## config.mk

```make
export PLATFORM = sky130hd
export DESIGN_NAME = dac_tx
export DESIGN_NICKNAME = d
export VERILOG_FILES = /design/src/rtl/dac_tx.sv
export SDC_FILE = /design/constraint.sdc
export NUM_CORES = 1
export LEC_CHECK = 0
export CORE_AREA = 2 2 68 119
export CTS_CLUSTER_SIZE = 12
export DETAILED_ROUTE_END_ITERATION = 16
export DIE_AREA = 0 0 70 121
export PLACE_DENSITY = 0.65
export SLEW_MARGIN = 10
export SYNTH_ARGS = -nofsm -noshare
export SYNTH_HDL_FRONTEND = slang
export SYNTH_SLANG_ARGS = --single-unit
```

## constraint.sdc

```tcl
create_clock -name dclk -period 4.8 [get_ports dclk]
set_clock_uncertainty 0.05 [all_clocks]
set_input_delay 0.48 -clock dclk [delete_from_list [all_inputs] [get_ports dclk]]
set_output_delay 0.48 -clock dclk [all_outputs]
set_load 0.03 [all_outputs]
```

## src/rtl/dac_tx.sv

```systemverilog
// rtl/dac_tx.sv - left-justified stereo serial audio transmitter
//
// Accepts one stereo pair at a time into a holding register and serialises it
// MSB-first on a locally generated bclk/lrclk, all in the dclk domain.
//
// Ports:
//   dclk       system clock, all logic on the rising edge
//   rst        asynchronous active-low reset
//   din_l/r    parallel left/right sample, BUS_WIDTH bits
//   din_valid  pair on din_l/din_r is valid
//   din_ready  holding register can take a pair
//   bclk       serial bit clock, BCLK_DIV dclk cycles per period
//   lrclk      slot select, 0 = left, 1 = right
//   sdata      serial data, changes with bclk falling
//   underrun   one-cycle pulse at the first bit of a frame sent without data
module dac_tx #(
  parameter int BUS_WIDTH = 16,
  parameter int SLOT_BITS = 16,
  parameter int BCLK_DIV  = 4
) (
  input  logic                 dclk,
  input  logic                 rst,
  input  logic [BUS_WIDTH-1:0] din_l,
  input  logic [BUS_WIDTH-1:0] din_r,
  input  logic                 din_valid,
  output logic                 din_ready,
  output logic                 bclk,
  output logic                 lrclk,
  output logic                 sdata,
  output logic                 underrun
);

  localparam int FRAME_W = 2 * SLOT_BITS;
  localparam int DIV_W   = $clog2(BCLK_DIV);
  localparam int BIT_W   = $clog2(FRAME_W);

  localparam logic [DIV_W-1:0] DIV_LAST = DIV_W'(BCLK_DIV - 1);
  localparam logic [DIV_W-1:0] DIV_HALF = DIV_W'(BCLK_DIV / 2);
  localparam logic [BIT_W-1:0] BIT_LAST = BIT_W'(FRAME_W - 1);
  localparam logic [BIT_W-1:0] R_FIRST  = BIT_W'(SLOT_BITS);

  typedef enum logic {
    IDLE,
    RUN
  } state_t;

  state_t                 state_q, state_d;
  logic [DIV_W-1:0]       div_cnt_q, div_cnt_d;
  logic [BIT_W-1:0]       bit_cnt_q, bit_cnt_d;
  logic                   bclk_q, bclk_d;
  logic                   lrclk_q, lrclk_d;
  logic                   sdata_q, sdata_d;
  logic                   underrun_q, underrun_d;
  logic                   ready_q, ready_d;
  logic                   full_q, full_d;
  logic [BUS_WIDTH-1:0]   hold_l_q, hold_l_d;
  logic [BUS_WIDTH-1:0]   hold_r_q, hold_r_d;
  logic [FRAME_W-1:0]     shift_q, shift_d;

  logic                   tick;
  logic                   boundary;
  logic                   accept;
  logic                   load;
  logic [FRAME_W-1:0]     frame;

  always_comb begin
    state_d    = state_q;
    div_cnt_d  = div_cnt_q + 1'b1;
    bit_cnt_d  = bit_cnt_q;
    sdata_d    = sdata_q;
    shift_d    = shift_q;
    underrun_d = 1'b0;
    full_d     = full_q;
    hold_l_d   = hold_l_q;
    hold_r_d   = hold_r_q;
    load       = 1'b0;
    frame      = '0;

    tick     = (div_cnt_q == DIV_LAST);
    boundary = tick && (bit_cnt_q == BIT_LAST);
    accept   = din_valid && ready_q;

    if (tick) begin
      div_cnt_d = '0;
      bit_cnt_d = boundary ? '0 : bit_cnt_q + 1'b1;
      sdata_d   = shift_q[FRAME_W-1];
      shift_d   = shift_q << 1;
    end

    if (boundary) begin
      // Frame image: each sample left-justified in its slot, pad bits zero.
      // An empty holding register yields an all-zero frame.
      if (full_q) begin
        frame[FRAME_W-1   -: BUS_WIDTH] = hold_l_q;
        frame[SLOT_BITS-1 -: BUS_WIDTH] = hold_r_q;
        load    = 1'b1;
        full_d  = 1'b0;
        state_d = RUN;
      end else if (state_q == RUN) begin
        underrun_d = 1'b1;
      end
      sdata_d = frame[FRAME_W-1];
      shift_d = frame << 1;
    end

    // Holding is empty whenever a handshake can happen here, so it never
    // collides with the load above.
    if (accept) begin
      hold_l_d = din_l;
      hold_r_d = din_r;
      full_d   = 1'b1;
    end

    // Outputs are registered from next-state so bclk, lrclk and sdata all
    // change together on the edge ending the tick cycle.
    bclk_d  = (div_cnt_d >= DIV_HALF);
    lrclk_d = (bit_cnt_d >= R_FIRST);
    // Ready stays low for the cycle right after a load.
    ready_d = ~full_d & ~load;
  end

  always_ff @(posedge dclk or negedge rst) begin
    if (!rst) begin
      state_q    <= IDLE;
      div_cnt_q  <= '0;
      bit_cnt_q  <= '0;
      bclk_q     <= 1'b0;
      lrclk_q    <= 1'b0;
      sdata_q    <= 1'b0;
      underrun_q <= 1'b0;
      ready_q    <= 1'b1;
      full_q     <= 1'b0;
      hold_l_q   <= '0;
      hold_r_q   <= '0;
      shift_q    <= '0;
    end else begin
      state_q    <= state_d;
      div_cnt_q  <= div_cnt_d;
      bit_cnt_q  <= bit_cnt_d;
      bclk_q     <= bclk_d;
      lrclk_q    <= lrclk_d;
      sdata_q    <= sdata_d;
      underrun_q <= underrun_d;
      ready_q    <= ready_d;
      full_q     <= full_d;
      hold_l_q   <= hold_l_d;
      hold_r_q   <= hold_r_d;
      shift_q    <= shift_d;
    end
  end

  assign din_ready = ready_q;
  assign bclk      = bclk_q;
  assign lrclk     = lrclk_q;
  assign sdata     = sdata_q;
  assign underrun  = underrun_q;

endmodule
```

**After elaboration in Yosys (flattened, before gate mapping)**

Cells that the tools add are included.

- Reduce and logical (&&, ||, !) cells: 4
- Eq/ne operators: 2
- Mux-type cells: 15
- Magnitude comparators: 2
- Bitwise gates (word level): 3
- Add/subtract/negate cells: 2

Operator list:

| cell | count |
|---|---|
| 32-bit two-way mux | 3 |
| 5-bit two-way mux | 2 |
| 1-bit two-way mux | 9 |
| 5-bit by 1-bit adder with 5-bit output, second input constant | 1 |
| 5-bit == test, second input constant | 1 |
| 5-bit greater-or-equal comparator, second input constant | 1 |
| 2-bit by 1-bit adder with 2-bit output, second input constant | 1 |
| 2-bit == test, second input constant | 1 |
| 2-bit greater-or-equal comparator, second input constant | 1 |
| 1-bit logical AND | 2 |
| 2-bit two-way mux | 1 |
| 1-bit inverter | 2 |
| 2-bit AND reduction | 1 |
| 2-bit nonzero test | 1 |
| 1-bit bitwise AND | 1 |

- Register bits: 78
- Output and inout port bits: 5
- Logic and storage cells: 40

**Longest topological paths before layout**

Gate-level depths: netlist of the first run.

- Depth in word-level cells: 6
- Mapped depth: 8

**Worst setup path before layout of the first run**

Ideal clock, no wire load.

- Path kind: register to register
- From: register (tool-made name)
- To: register shift_q[2]
- Data arrival time: 1.609 ns
- Data required time: 4.625 ns
- Cell stages (with the launch flop): 9
- Buffers on the path: 2
- Path slack: 3.016 ns
- Path through: dfrtp_1 > ha_1 > and3_1 > ha_1 > buf_6 > buf_12 > nand3_1 > o21ai_0 > mux2_2

RTL lines:

| item | RTL line | text |
|---|---|---|
| end signal, assigned | 148 | `shift_q <= shift_d;` |
| end, declared | 58 | `logic [FRAME_W-1:0] shift_q, shift_d;` |

==> results_dict.tcl, run 1 <==
set metrics [dict create \
    outcome "complete, no violations" \
    r2r_end "shift_q[21]$_DFFE_PN0P_" \
    syn-num-nets 319 \
    place_area_sq_um 3610 \
    n_antenna_cell 0 \
    worst-path-buf-inv 1 \
    area_growth_pct 18.0 \
    hp-class "primary input to asynchronous set/reset pin" \
    grt_start_max_net_pins 76 \
    wl_per_cell_um 13.8 \
    cts.path.max_buffers 2 \
    fill_cells 679 \
    crit_family "simple AND/OR/NAND/NOR gates" \
    endpoint_kind "flip-flop" \
    cts_hold_buf 0 \
    powerDensity_nw_per_um2 338 \
    yosysTopAreaCell "dfrtp_1" \
    critical_path.endpoint "shift_q[21]$_DFFE_PN0P_" \
    cts.sinks 75 \
    io_buffer_count 39 \
    ff2ff_setup_slack_ns 2.63 \
    sw_frac_of_total_pct 19.6 \
    cpPeakStageDelay_ns 0.40 \
    critPathRequiredTime_ns 4.93 \
    p_leak_nw 1.74 \
    cap_violations 0 \
    synth_cells 281 \
    synth-seq-cells 75 \
    h-tree-depth 3 \
    place.gp.congestion 0.735 \
    crit_path_start_kind "flip-flop" \
    final_design_area_no_fill_sq_um 3890 \
    drt_wl_total_um 5600 \
    clk_latency_ns 0.33 \
    io_pins 40 \
    synth.distinct_cells 31 \
    drc 0 \
    intPower_mw 1.06 \
    antenna_left 0 \
    track_usage_pct 14.6 \
    final_layout_size_suffix_gt1_share_pct 17.7 \
    grt_pass1_vias 2173 \
    cts_tree "built" \
    coreArea_sq_um 7460 \
    antenna_found_initial 0 \
    comb_power_share_pct 4.0 \
    period_needed_ns 2.17 \
    die_y_um 121 \
    p_seq_share_pct 49.7 \
    hold_viol 0 \
    power.total_mw 1.31 \
    setup_tns_ns 0 \
    die_x_um 70 \
    ir_drop_v 0.000318 \
    postCtsSetupBuffers 0 \
    finalMaxSlewViolations 0 \
    critPathKind "flip-flop to flip-flop" \
    dp.final_hpwl_um 3470 \
    crit_arrival_ns 2.29 \
    syn_avg_cell_area_sq_um 11.7 \
    overflow 0 \
    nets 350 \
    syn_area_sq_um 3290 \
    synth_edf_count 0 \
    synthFlopType "dfrtp_1" \
    root_buffer "clkbuf_16" \
    setup_viol 0 \
    cts_resized 0 \
    start_util_pct 44.1 \
    grt_pass1_wl_um 9670 \
    vias 2103 \
    clk_pin_slew_worst_paths_ns 0.05 \
    die-area_sq_um 8470 \
    cp_max_fo 57 \
    fin_crit_sh_pct 45.2 \
    rsz0062_at_grt "no" \
    rows 42 \
    synth.top_cell.area_share_pct 56.2 \
    ys_warn_count 0 \
    slew_headroom_pct 38.2 \
    switching_power_mw 0.258 \
    reg2reg_depth 7 \
    yosysSeqAreaShare_pct 57.0 \
    fmax_mhz 461 \
    pwr-share-clk_pct 46.3 \
    cts_buffers 9 \
    postSynth.asyncResetShare_pct 100 \
    cp_slowest_cell "dfrtp_1" \
    vias_per_cell 5.19 \
    drt_iter0_drc 89 \
    path_depth 7 \
    dr.pass1.iters 4 \
    worstPathCellList "ha_1 > and3_1 > ha_1 > buf_4 > and2_2 > a21oi_1 > a21oi_1" \
    yosys-top-cells-area "dfrtp_1, mux2_2, a21oi_1, nand2b_1, nor2_1" \
    worstMarginPinSlew_ns 0.927 \
]
-- metrics by stage --
stage	utilization (%)	std cells	worst slack (ns)	hold slack [ns]
detailed placement	48.4	389	2.57	0.383
global placement	48.4	389	2.59	0.372
CTS	52.1	405	2.57	0.273
floorplan	-	281	3.02	0.134
finish	52.1	405	2.63	0.228
global route	52.1	405	2.47	0.315
-- how the worst min path moves through the flow --
stage	startpoint	end	slack, ns	depth (start not counted)
6_report	rst	hold_r_q[13]$_DFFE_PN0P_	0.23	1
2_1_floorplan	rst	asynchronous set/reset pin	0.13	0
3_3_place_gp	div_cnt_q[0]$_DFF_PN0_	div_cnt_q[0]$_DFF_PN0_	0.37	1
3_5_place_dp	div_cnt_q[0]$_DFF_PN0_	div_cnt_q[0]$_DFF_PN0_	0.38	1
4_1_cts	rst	hold_r_q[13]$_DFFE_PN0P_	0.27	1
5_1_grt	rst	hold_r_q[13]$_DFFE_PN0P_	0.31	1
-- cell type report --
class	instances	area, sq um	share of cell area [%]
flip-flops and latches	75	1880	48.3
multi-input cells	183	1210	31.3
repair buffers	41	403	10.4
clock buffers	14	264	6.79
well taps	88	110	2.83
clock inverters	2	10.0	0.257
inverters	2	7.51	0.193
-- flip-flops by register name, indices dropped and copies added, names as in the netlist, named ones only --
register,cells
div_cnt_q,1
hold_r_q,16
bclk,1
sdata,1
din_ready,1
hold_l_q,16
state_q,1
full_q,1
shift_q,31
underrun,1
-- power groups by stage --
stage / sequential [mW] / clock, mW / combinational (mW)
floorplan: 0.662 / 0 / 0.0123
CTS: 0.654 / 0.629 / 0.0538
finish: 0.654 / 0.609 / 0.0520
detailed placement: 0.665 / 0 / 0.0538
global placement: 0.664 / 0 / 0.0529
global route: 0.655 / 0.657 / 0.0584
-- cell usage after synthesis, drive strengths merged, types with 2 or more instances --
cell type / instances
o21ai: 4
nand3b: 2
clkbuf: 4
dfrtp: 74
buf: 17
nor2: 31
and2b: 7
nand2: 6
nand3: 20
mux2: 34
a21oi: 25
nand2b: 21
nor2b: 5
ha: 3
inv: 2
a31oi: 18
-- cell families (layout without fill, tap and decap cells) --
logic type	after synthesis	after routing	synth area share, %
and+or+nand+nor	95	95	15.2
DFF	75	75	57.0
AOI/OAI and AO/OA	50	50	8.55
muxes	35	35	11.9
buffers and inverters	23	59	6.19
adders and majority gates	3	3	1.14
-- metal layers --
| layer | part of all wire [%] | vias up | GRT usage, % |
|---|---|---|---|
| met3 | 2.9 | 6 | 4.24 |
| met2 | 51 | 33 | 24.7 |
| met5 | 0 | - | 0 |
| li1 | - | 1030 | - |
| met1 | 44 | 1034 | 16.8 |
| met4 | 1.9 | 0 | 7.21 |
-- placed cells by master, fill, tap and decap left out, types with 3 or more instances in the layout --
cell	instances
a21oi_1	25
nand3_1	20
nand2_1	5
a31oi_1	18
clkdlybuf4s50_1	38
o21ai_0	4
buf_4	3
clkbuf_16	9
nor2b_1	5
nand2b_1	20
nor2_1	31
clkbuf_1	3
and2b_1	7
dfrtp_1	74
mux2_2	34
(Power assumes the default switching activity.)
==> run 2: changes to the inputs <==
- PLACE_DENSITY: 0.65 -> 0.68
- clock period: 4.8 -> 1.97 ns (I/O delays scaled with it)
==> run 2 against run 1 <==
Count of clock-buffer cells in the layout increased by 1. Final area increased by 3.3%. Wire length increased by 1.5%. Critical path depth unchanged.
==> results_dict.tcl, run 2 (synthesis results as in run 1) <==
set metrics [dict create \
    grt_pass1_wl_um 10200 \
    grt_start_max_net_pins 40 \
    dr.pass1.iters 4 \
    area_growth_pct 21.9 \
    overflow 0 \
    die_x_um 70 \
    critPathRequiredTime_ns 2.13 \
    hp-class "primary input to asynchronous set/reset pin" \
    vias_per_cell 5.21 \
    antenna_found_initial 0 \
    rsz0062_at_grt "no" \
    multi_input_comb_area_sq_um 1220 \
    top_regs "shift_q (31), hold_l_q (16), hold_r_q (16)" \
    most-common-layout-cells "dfrtp_1, clkdlybuf4s50_1, mux2_2, nor2_1, a21oi_1" \
    fmax_mhz 550 \
    grt_pass1_vias 2176 \
    cts.path.max_buffers 2 \
    root_buffer "clkbuf_16" \
    postCtsSetupBuffers 0 \
    cts.sinks 75 \
    crit_arrival_ns 1.98 \
    rows 42 \
    dp.cells 395 \
    powerDensity_nw_per_um2 841 \
    setup_viol 0 \
    drt_wl_total_um 5680 \
    ir_drop_v 0.000495 \
    h-tree-depth 3 \
    die_y_um 121 \
    largest_reg_flops 31 \
    comb_power_share_pct 3.9 \
    mostFrequentLayoutCell "dfrtp_1" \
    cap_violations 0 \
    period_needed_ns 1.82 \
    dp.final_hpwl_um 3820 \
    vias 2148 \
    finalMaxSlewViolations 0 \
    register_area_sq_um 1880 \
    switching_power_mw 0.629 \
    io_buffer_count 39 \
    outcome "complete, no violations" \
    hold_viol 0 \
    slew_headroom_pct 65.6 \
    p_leak_nw 1.79 \
    place.gp.congestion 0.727 \
    nets 357 \
    endpoint_kind "flip-flop" \
    clk_latency_ns 0.33 \
    io_pins 40 \
    drc 0 \
    clk_pin_slew_worst_paths_ns 0.05 \
    cp_max_fo 21 \
    critPathKind "flip-flop to flip-flop" \
    antenna_left 0 \
    worstMarginPinSlew_ns 0.515 \
    drt_iter0_drc 113 \
    intPower_mw 2.75 \
    die-area_sq_um 8470 \
    regMostFlops "shift_q" \
    coreArea_sq_um 7460 \
    cts_buffers 9 \
    n_antenna_cell 0 \
    fin_crit_sh_pct 92.3 \
    p_seq_share_pct 47.2 \
    setup_tns_ns 0 \
    fin_cells 412 \
    wl_per_cell_um 13.8 \
    crit_path_start_kind "flip-flop" \
    cts_tree "built" \
    start_util_pct 44.1 \
    fill_cells 667 \
    sw_frac_of_total_pct 18.6 \
    final_layout_size_suffix_gt1_share_pct 19.4 \
    pwr-share-clk_pct 48.9 \
    track_usage_pct 15.5 \
]
==> run 2: power by group through the flow <==
stage,registers (mW),clock network (mW),logic (mW)
after floorplan,1.61,0,0.0299
after global placement,1.62,0,0.132
after detailed placement,1.62,0,0.135
after CTS,1.59,1.69,0.137
after global routing,1.60,1.77,0.148
final,1.59,1.65,0.132
==> run 2: worst max-delay path: stages, from the launching register on <==
cell and delay, ns:
dfrtp_1 0.40, ha_1 0.23, and3_1 0.19, ha_2 0.21, buf_6 0.17, nand3_1 0.08
o21ai_0 0.09, mux2_2 0.28
==> run 2: area by class of cell <==
class	instances	share of cell area (%)
timing repair buffer	48	12.3
multi-input combinational	183	30.3
clock inverter	1	0.748
tap	88	2.74
inverter	2	0.187
sequential	75	46.8
clock buffer	15	6.92
==> run 2: path summary, 6_finish.rpt <==
check / startpoint / endpoint / slack [ns] / depth (start not counted)
min reg2reg: div_cnt_q[0]$_DFF_PN0_ / div_cnt_q[0]$_DFF_PN0_ / 0.39 / 1
max: flip-flop / shift_q[2]$_DFFE_PN0P_ / 0.15 / 7
max in group asynchronous: rst / din_ready$_DFF_PN1_ / 0.91 / 3
max reg2reg: flip-flop / shift_q[2]$_DFFE_PN0P_ / 0.15 / 7
min: rst / hold_r_q[5]$_DFFE_PN0P_ / 0.33 / 2
min in group dclk: div_cnt_q[0]$_DFF_PN0_ / div_cnt_q[0]$_DFF_PN0_ / 0.39 / 1
==> run 2: repair_timing <==
item,CTS,global route
hold buffers,1,0
setup endpoints to repair,0,7
resized for setup,0,5
endpoints found under the hold margin,38,0
==> run 2: metrics by stage <==
step	instance area (sq um)	hold slack (ns)	utilization (%)	worst slack, ns	power, mW
after detailed placement	3680	0.156	49.4	0.00939	1.76
after CTS	4000	0.348	53.6	0.0458	3.43
after global placement	3680	0.149	49.4	0.140	1.75
final	4020	0.327	53.8	0.151	3.38
after global routing	4020	0.386	53.8	0.0228	3.51
after floorplan	3290	-0.149	-	0.186	1.64
==> run 2: layer usage <==
metal / part of all wire (%) / routed length, um / up-vias / track usage (%)
li1: - / - / 1045 / -
met1: 42 / 2400 / 1051 / 19.9
met2: 52 / 2930 / 40 / 24.0
met3: 3.6 / 204 / 12 / 3.74
met4: 2.6 / 145 / 0 / 8.65
met5: 0 / 0 / - / 0
